[src/rtl/alu_serial_ctrl_if.sv]
// Bundles the request/response handshake and the 1-bit slice link of alu_serial_ctrl.
// The master modport belongs to the environment (requester plus ALU slice), and the slave modport belongs to the sequencer.
interface alu_serial_ctrl_if #(
   parameter int WIDTH = 8
);
   // Handshake: a request transfers on a rising edge where start=1 and ready=1.
   // start is ignored while ready=0, and nothing is queued.
   // done is a one-cycle pulse; result/carry/overflow/err are valid from that cycle until the next done.
   logic             start;
   logic             ready;
   logic [WIDTH-1:0] op_a;
   logic [WIDTH-1:0] op_b;
   logic [2:0]       opcode;
   logic             slice_a;
   logic             slice_b;
   logic             slice_cin;
   logic [2:0]       slice_opcode;
   logic             slice_result;
   logic             slice_cout;
   logic [WIDTH-1:0] result;
   logic             carry;
   logic             overflow;
   logic             err;
   logic             done;
   logic [1:0]       dbg_state;

   modport master (
      output start, op_a, op_b, opcode, slice_result, slice_cout,
      input  ready, slice_a, slice_b, slice_cin, slice_opcode,
      input  result, carry, overflow, err, done, dbg_state
   );

   modport slave (
      input  start, op_a, op_b, opcode, slice_result, slice_cout,
      output ready, slice_a, slice_b, slice_cin, slice_opcode,
      output result, carry, overflow, err, done, dbg_state
   );
endinterface

[src/rtl/alu_serial_ctrl.sv]
// Bit-serial sequencer feeding one 1-bit ALU slice: it runs full-width ADD/AND/OR/NOT with LSB first.
// Defining ALU_SERIAL_SUB_EN adds opcode 100 = SUB (A-B), which uses the slice's ADD with B inverted and carry-in 1.
module alu_serial_ctrl #(
   parameter  int WIDTH = 8,
   localparam int CNT_W = $clog2(WIDTH)
) (
   input logic              clk,
   input logic              rst_n,
   alu_serial_ctrl_if.slave bus
);
   typedef enum logic [1:0] {
      S_IDLE = 2'd0,
      S_RUN  = 2'd1,
      S_DONE = 2'd2
   } state_t;

   localparam logic [2:0] OP_ADD = 3'd0;
`ifdef ALU_SERIAL_SUB_EN
   localparam logic [2:0] OP_SUB = 3'd4;
`endif

   state_t             r_state;
   state_t             w_state_nxt;
   logic [WIDTH-1:0]   r_a;
   logic [WIDTH-1:0]   r_b;
   logic [2:0]         r_op;
   logic [CNT_W-1:0]   r_cnt;
   logic               r_cff;
   logic [WIDTH-1:0]   r_sh;
   logic [WIDTH-1:0]   r_result;
   logic               r_carry;
   logic               r_ovf;
   logic               r_err;

   logic               w_accept;
   logic               w_op_ok;
   logic               w_last;
   logic               w_run;
   logic               w_is_sub;
   logic               w_is_arith;
   logic [WIDTH-1:0]   w_sh_nxt;

   assign w_accept   = (r_state == S_IDLE) && bus.start;
   assign w_last     = (r_cnt == CNT_W'(WIDTH - 1));
   assign w_run      = (r_state == S_RUN);
`ifdef ALU_SERIAL_SUB_EN
   assign w_op_ok    = (bus.opcode <= 3'd4);
   assign w_is_sub   = (r_op == OP_SUB);
`else
   assign w_op_ok    = (bus.opcode <= 3'd3);
   assign w_is_sub   = 1'b0;
`endif
   assign w_is_arith = (r_op == OP_ADD) || w_is_sub;

   always_ff @(posedge clk or negedge rst_n) begin
      if (!rst_n) r_state <= S_IDLE;
      else        r_state <= w_state_nxt;
   end

   // An unsupported opcode skips RUN entirely, so the slice never sees it.
   always_comb begin
      w_state_nxt = r_state;
      case (r_state)
         S_IDLE:  if (w_accept) w_state_nxt = w_op_ok ? S_RUN : S_DONE;
         S_RUN:   if (w_last) w_state_nxt = S_DONE;
         S_DONE:  w_state_nxt = S_IDLE;
         default: w_state_nxt = S_IDLE;
      endcase
   end

   always_comb begin
      w_sh_nxt        = r_sh;
      w_sh_nxt[r_cnt] = bus.slice_result;
   end

   // Slice drive comes only from latched operands and the counter; it is held at 0 outside RUN.
   assign bus.slice_a      = w_run & r_a[r_cnt];
   assign bus.slice_b      = w_run & (r_b[r_cnt] ^ w_is_sub);
   assign bus.slice_cin    = w_run & r_cff;
   assign bus.slice_opcode = w_run ? (w_is_sub ? OP_ADD : r_op) : 3'd0;

   always_ff @(posedge clk or negedge rst_n) begin
      if (!rst_n) begin
         r_a      <= '0;
         r_b      <= '0;
         r_op     <= '0;
         r_cnt    <= '0;
         r_cff    <= 1'b0;
         r_sh     <= '0;
         r_result <= '0;
         r_carry  <= 1'b0;
         r_ovf    <= 1'b0;
         r_err    <= 1'b0;
      end else begin
         case (r_state)
            S_IDLE: begin
               if (w_accept) begin
                  r_a   <= bus.op_a;
                  r_b   <= bus.op_b;
                  r_op  <= bus.opcode;
                  r_cnt <= '0;
                  r_sh  <= '0;
`ifdef ALU_SERIAL_SUB_EN
                  r_cff <= (bus.opcode == OP_SUB);
`else
                  r_cff <= 1'b0;
`endif
                  if (!w_op_ok) begin
                     r_result <= '0;
                     r_carry  <= 1'b0;
                     r_ovf    <= 1'b0;
                     r_err    <= 1'b1;
                  end
               end
            end
            S_RUN: begin
               r_sh  <= w_sh_nxt;
               r_cff <= bus.slice_cout;
               // Signed overflow is the carry into the MSB XOR the carry out of it.
               if (w_last) begin
                  r_result <= w_sh_nxt;
                  r_carry  <= w_is_arith & bus.slice_cout;
                  r_ovf    <= w_is_arith & (r_cff ^ bus.slice_cout);
                  r_err    <= 1'b0;
               end else begin
                  r_cnt <= r_cnt + CNT_W'(1);
               end
            end
            default: ;
         endcase
      end
   end

   assign bus.ready     = (r_state == S_IDLE);
   assign bus.done      = (r_state == S_DONE);
   assign bus.result    = r_result;
   assign bus.carry     = r_carry;
   assign bus.overflow  = r_ovf;
   assign bus.err       = r_err;
   assign bus.dbg_state = r_state;
endmodule

[src/flat_wrapper.sv]
// flat-port wrapper written by rule: the top's interface ports become plain ports
module alu_serial_ctrl_flat 
#(
   parameter  int WIDTH = 8,
   localparam int CNT_W = $clog2(WIDTH)
)
  (clk, rst_n, bus_start, bus_op_a, bus_op_b, bus_opcode, bus_slice_result, bus_slice_cout, bus_ready, bus_slice_a, bus_slice_b, bus_slice_cin, bus_slice_opcode, bus_result, bus_carry, bus_overflow, bus_err, bus_done, bus_dbg_state);
  alu_serial_ctrl_if #(.WIDTH(WIDTH)) bus_i ();
  input logic clk;
  input logic rst_n;
  input wire logic [$bits(bus_i.start)-1:0] bus_start;
  input wire logic [$bits(bus_i.op_a)-1:0] bus_op_a;
  input wire logic [$bits(bus_i.op_b)-1:0] bus_op_b;
  input wire logic [$bits(bus_i.opcode)-1:0] bus_opcode;
  input wire logic [$bits(bus_i.slice_result)-1:0] bus_slice_result;
  input wire logic [$bits(bus_i.slice_cout)-1:0] bus_slice_cout;
  output wire logic [$bits(bus_i.ready)-1:0] bus_ready;
  output wire logic [$bits(bus_i.slice_a)-1:0] bus_slice_a;
  output wire logic [$bits(bus_i.slice_b)-1:0] bus_slice_b;
  output wire logic [$bits(bus_i.slice_cin)-1:0] bus_slice_cin;
  output wire logic [$bits(bus_i.slice_opcode)-1:0] bus_slice_opcode;
  output wire logic [$bits(bus_i.result)-1:0] bus_result;
  output wire logic [$bits(bus_i.carry)-1:0] bus_carry;
  output wire logic [$bits(bus_i.overflow)-1:0] bus_overflow;
  output wire logic [$bits(bus_i.err)-1:0] bus_err;
  output wire logic [$bits(bus_i.done)-1:0] bus_done;
  output wire logic [$bits(bus_i.dbg_state)-1:0] bus_dbg_state;
  assign bus_i.start = bus_start;
  assign bus_i.op_a = bus_op_a;
  assign bus_i.op_b = bus_op_b;
  assign bus_i.opcode = bus_opcode;
  assign bus_i.slice_result = bus_slice_result;
  assign bus_i.slice_cout = bus_slice_cout;
  assign bus_ready = bus_i.ready;
  assign bus_slice_a = bus_i.slice_a;
  assign bus_slice_b = bus_i.slice_b;
  assign bus_slice_cin = bus_i.slice_cin;
  assign bus_slice_opcode = bus_i.slice_opcode;
  assign bus_result = bus_i.result;
  assign bus_carry = bus_i.carry;
  assign bus_overflow = bus_i.overflow;
  assign bus_err = bus_i.err;
  assign bus_done = bus_i.done;
  assign bus_dbg_state = bus_i.dbg_state;
  alu_serial_ctrl #(.WIDTH(WIDTH)) u_core (.clk(clk), .rst_n(rst_n), .bus(bus_i));
endmodule
[config.mk]
export PLATFORM = sky130hd
export DESIGN_NAME = alu_serial_ctrl_flat
export DESIGN_NICKNAME = d
export VERILOG_FILES = /design/src/rtl/alu_serial_ctrl_if.sv /design/src/rtl/alu_serial_ctrl.sv /design/src/flat_wrapper.sv
export SDC_FILE = /design/constraint.sdc
export NUM_CORES = 1
export LEC_CHECK = 0
export BUFFER_PORTS_ARGS = -buffer_cell sky130_fd_sc_hd__buf_2
export CAP_MARGIN = 20
export CORE_ASPECT_RATIO = 0.8
export CORE_UTILIZATION = 54
export DETAILED_ROUTE_END_ITERATION = 8
export GPL_TIMING_DRIVEN = 0
export PLACE_DENSITY = 0.88
export SYNTH_ARGS = -nofsm -noshare
export SYNTH_HDL_FRONTEND = slang
export SYNTH_SLANG_ARGS = --single-unit
[constraint.sdc]
create_clock -name clk -period 2.05 [get_ports clk]
set_input_delay 0.41 -clock clk [delete_from_list [all_inputs] [get_ports clk]]
set_output_delay 0.41 -clock clk [all_outputs]
set_load 0.005 [all_outputs]
== After elaboration in Yosys (flattened, before gate mapping) ==
Cells that the tools add are included.
Storage, ports and cells
  flip-flop bits (word level): 44
  logic and storage cells: 71
  input bits: 24
Cells by class
  $lt $le $gt $ge: 3
  multiplexer cells: 33
  bitwise logic cells: 6
  add/subtract/negate cells: 1
  reduce and logical (&&, ||, !) cells: 10
  equal/unequal tests: 7
Operators with widths (count)
  2-to-1 mux 8 bit: 4
  one-hot mux 8 bit (2 select lines): 2
  2-to-1 mux 1 bit: 11
  2-to-1 mux 3 bit: 3
  bitwise mux 8 bit: 1
  one-hot mux 1 bit (2 select lines): 4
  binary-select mux 1 bit (select 3 bit): 2
  2-to-1 mux 2 bit: 3
  one-hot mux 3 bit (2 select lines): 1
  AND reduction 2 bit: 3
  bitwise AND 1 bit: 5
  < comparator 3 x 4 -> 1 bit (second input constant): 1
  != test 2 x 1 -> 1 bit (second input constant): 2
  != test 2 bit (second input constant): 2
  one-hot mux 2 bit (2 select lines): 1
  AND reduction 4 bit: 1
  adder 3 x 1 -> 3 bit (second input constant): 1
  demux 1 bit (select 3 bit): 1
  equality test 3 bit (second input constant): 1
  greater-or-equal comparator 3 x 1 -> 1 bit (second input constant): 1
  less-or-equal comparator 3 x 2 -> 1 bit (second input constant): 1
  logical NOT 3 bit: 1
  AND reduction 3 bit: 1
  equality test 2 x 1 -> 1 bit (second input constant): 1
  other kinds (5): 6

== Depth between registers and ports, before layout ==
  word-level depth: 7
  depth in mapped cells: 6
  depth with buffers taken out: 6

== Least setup slack after synthesis ==
No wires, ideal clock.
  path type: register to register
  start: register u_core.r_cnt[0]
  end: register u_core.r_cnt[0]
  path slack: 0.374 ns
  path buffers: 0
  arrival: 1.551 ns
  library setup time: 0.125 ns
  stages on the path, launching flop included: 6
  path through: dfrtp_1 > ha_1 > ha_1 > nor3b_1 > nor2_1 > mux2_2
Between the ends
  longest elaborated chain between the ends: 3
RTL lines
  start, declared: line alu_serial_ctrl.sv:27  | logic [CNT_W-1:0] r_cnt;
  start signal, assigned: line alu_serial_ctrl.sv:126  | r_cnt <= r_cnt + CNT_W'(1);
  adder 3 x 1 -> 3 bit / equality test 3 bit (equally long branches): line alu_serial_ctrl.sv:126, alu_serial_ctrl.sv:44
  2-to-1 mux 3 bit / != test 2 bit (equally long branches)
  one-hot mux 3 bit (2 select lines) / AND reduction 3 bit (equally long branches)
Parallel ways exist; a longest one is shown, timed or not. The select of a mux whose other input is x is not followed.
A chain may end at the register's enable or synchronous reset.

== Worst setup path in the final report ==
  start: register u_core.r_cnt[1]
  end: output port bus_slice_b
Between the ends
  longest elaborated chain between the ends: 3
RTL lines
  binary-select mux 1 bit (select 3 bit): line alu_serial_ctrl.sv:78  | assign bus.slice_b = w_run & (r_b[r_cnt] ^ w_is_sub);
  2-to-1 mux 1 bit (implied by the code): line alu_serial_ctrl.sv:78
  bitwise AND 1 bit: line alu_serial_ctrl.sv:78
  end, declared: line flat_wrapper.sv:19  | output wire logic [$bits(bus_i.slice_b)-1:0] bus_slice_b;
No other way between the ends. The select of a mux whose other input is x is not followed.

==> out/qor.yml <==
drv_cap: 0
sequentialPowerShare_pct: 39.8
antenna_found_initial: 0
ys_top_cells_by_count: "dfrtp_1 (44), mux2_2 (27), a22o_1 (13)"
grtUsageMet3_pct: 7.02
leakagePower_nw: 1.24
max_freq_mhz: 498
setup_slack_ns: 0.0430
fin_worst_skew_ns: 0.00698
ir_drop_mv: 0.813
grt_overflow: 0
cts-root-buf: "clkbuf_8"
tightest_slew_ns: 0.935
clock_latency_ns: 0.30
criticalPathCategory: "flip-flop to output pin"
drt_iter0_drc: 58
endpoint: "bus_slice_b"
power_frac_clock_pct: 15.7
sw_frac_of_total_pct: 33.9
yosysTopAreaCell: "dfrtp_1"
dr_total_vias: 1513
grt_usage_pct: 22.9
synth_nets: 192
multi_input_area_mm2: 0.00100
cp.arrival_ns: 1.60
critical_path_required_ns: 1.64
synth_top_area_share_pct: 51.3
power_mw: 3.59
tritoncts: "built"
power_per_cell_area_mw_per_mm2: 1370
cp-start-kind: "flip-flop"
seqCellArea_mm2: 0.00110
dieArea_mm2: 0.00424
combPwrFrac_pct: 44.6
core_mm2: 0.00380
p_sw_mw: 1.22
synth_area_per_cell_um2: 12.9
hp-class: "primary input to asynchronous set/reset pin"
rows: 20
grt_first_pass_wirelength_um: 7100
syn_area_mm2: 0.00215
r2r_cells: 7
cts.clk_slew.worst_paths_ns: 0.08
start_util_pct: 56.5
seq_area_frac_synth_pct: 51.3
grt_use_met1_pct: 30.8
dr.pass1.iters: 4
drive_above_1_share_pct: 47.5
cts_hold_buffers: 0
vias_per_cell: 5.44
synth_top_flop_cell: "dfrtp_1"
cp-end-kind: "output pin"
ys_types: 35
diodes: 0
placed_area_mm2: 0.00243
final_cell_area_mm2: 0.00263
ys_ff_latch: 44
finalHoldViolCount: 0
synth_edf_count: 0
grt_use_met2_pct: 34.8
numCtsBuffers: 5
place_ws_ns: 0.126
cp_max_fo: 6
async_flop_share_pct: 100
setup_viol: 0
h-tree-depth: 2
cts.sinks: 44
final-max-slew-violation-count: 0
chipHeight_um: 58.4
first_global_vias: 1488
io_pins: 45
n_fill_cell: 282
fin_crit_sh_pct: 97.9
p_int_mw: 2.37
avgRoutedWirePerCell_um: 15.5
critPathLaunch: "u_core.r_cnt[1]$_DFFE_PN0P_"
area_growth_syn_to_layout_pct: 22.4
r2r-start: "u_core.r_cnt[1]$_DFFE_PN0P_"
postSynthCellCount: 166
synth_area_leaders: "dfrtp_1 (51%), mux2_2 (14%), mux2i_1 (5.6%)"
placement.io_buffers: 43
final_nets: 248
rsz0062_at_grt: "yes"
hpwl_um: 2870
status: "completed"
reg2reg_setup_slack_ns: 0.12
r2r-end: "u_core.r_cnt[0]$_DFFE_PN0P_"
ant_nets: 0
place.gp.congestion: 0.798
yosysWarnings: 0
die_w_um: 72.5
period_needed_ns: 2.01
cts_buffer_depth: 2
slew_headroom_pct: 37.7
synth_most_common_cell: "dfrtp_1"
busiest_layer: "met2"
routed_wl_um: 4320
grt_max_degree: 45
drc: 0
cell type report:
class | count | share of cell area (%)
Buffer | 10 | 3.14
Inverter | 1 | 0.143
Sequential cell | 44 | 42.0
Tap cell | 55 | 2.62
Clock buffer | 7 | 3.28
Timing Repair Buffer | 50 | 10.3
Clock inverter | 1 | 0.286
Multi-Input combinational cell | 110 | 38.2
layout by cell type (no fill, tap or decap), types with 4 or more instances in the layout:
| master | count |
|---|---|
| and2_1 | 4 |
| clkbuf_8 | 6 |
| dfrtp_1 | 41 |
| nor2b_1 | 5 |
| mux2i_1 | 11 |
| nor3b_1 | 5 |
| buf_2 | 46 |
| nor2_1 | 4 |
| mux2_2 | 27 |
| buf_6 | 4 |
| buf_4 | 8 |
| o2bb2ai_1 | 8 |
| a22o_1 | 13 |
how the worst min path moves through the flow:
stage,from,to,slack [ns],cells after the start
after global routing,rst_n,u_core.r_b[7]$_DFFE_PN0P_,0.32,1
after floorplan,rst_n,u_core.bus.carry$_DFFE_PN0P_,0.11,0
final,rst_n,u_core.r_b[7]$_DFFE_PN0P_,0.25,1
after detailed placement,u_core.bus.result[4]$_DFFE_PN0P_,u_core.bus.result[4]$_DFFE_PN0P_,0.47,1
after global placement,u_core.bus.result[0]$_DFFE_PN0P_,u_core.bus.result[0]$_DFFE_PN0P_,0.47,1
after CTS,rst_n,u_core.bus.overflow$_DFFE_PN0P_,0.28,1
what timing repair did:
action                                  in CTS  in global routing
cloned                                       0                  0
hold endpoints to repair                     0                  0
resized for setup                            6                 16
endpoints found under the setup margin       2                  2
pin swaps                                    0                  4
setup buffers                                2                  5
state kept, by name, summed over array words and instances, names as in the netlist:
signal	cells
u_core.r_op	3
u_core.r_sh	8
u_core.bus.err	1
u_core.bus.carry	1
u_core.r_b	8
u_core.bus.overflow	1
u_core.r_cnt	3
u_core.bus.result	8
u_core.bus.dbg_state	2
u_core.r_a	8
u_core.r_cff	1
worst max-delay path, stage by stage, from the launching register on:
cell,delay [ns]
dfrtp_2,0.45
buf_8,0.15
buf_6,0.11
mux2i_1,0.16
nor3_1,0.07
o31a_1,0.24
buf_2,0.12
metal layers:
layer  vias to the layer above  part of all wire, %
met4                         0                  2.2
li1                        721                    -
met3                        10                  3.6
met5                         -                    0
met1                       758                   48
met2                        24                   46
through the flow:
| step | util (%) | instances | TNS [ns] | hold slack, ns |
|---|---|---|---|---|
| floorplan | - | 166 | 0 | 0.114 |
| global placement | 63.9 | 264 | 0 | 0.472 |
| detailed placement | 63.9 | 264 | 0 | 0.473 |
| CTS | 67.3 | 274 | 0 | 0.284 |
| global route | 69.1 | 278 | -0.0807 | 0.323 |
| finish | 69.1 | 278 | 0 | 0.250 |
logic make-up (layout without fill, tap and decap cells):
family / Yosys count / after routing / share of synthesized area (%)
flops: 44 / 44 / 51.3
mux: 42 / 42 / 21.3
simple gates: 35 / 35 / 10.8
compound gates: 30 / 30 / 11.5
buf+inv: 12 / 69 / 3.55
fa+ha+maj: 2 / 2 / 1.16
xor+xnor: 1 / 1 / 0.408
power groups by stage:
stage | Combinational [mW] | Clock [mW] | Sequential (mW)
global route | 1.75 | 0.611 | 1.47
detailed placement | 1.42 | 0 | 1.41
global placement | 1.39 | 0 | 1.40
CTS | 1.49 | 0.574 | 1.40
finish | 1.60 | 0.562 | 1.43
floorplan | 1.09 | 0 | 1.36
Power figures use the tool's default switching activity.
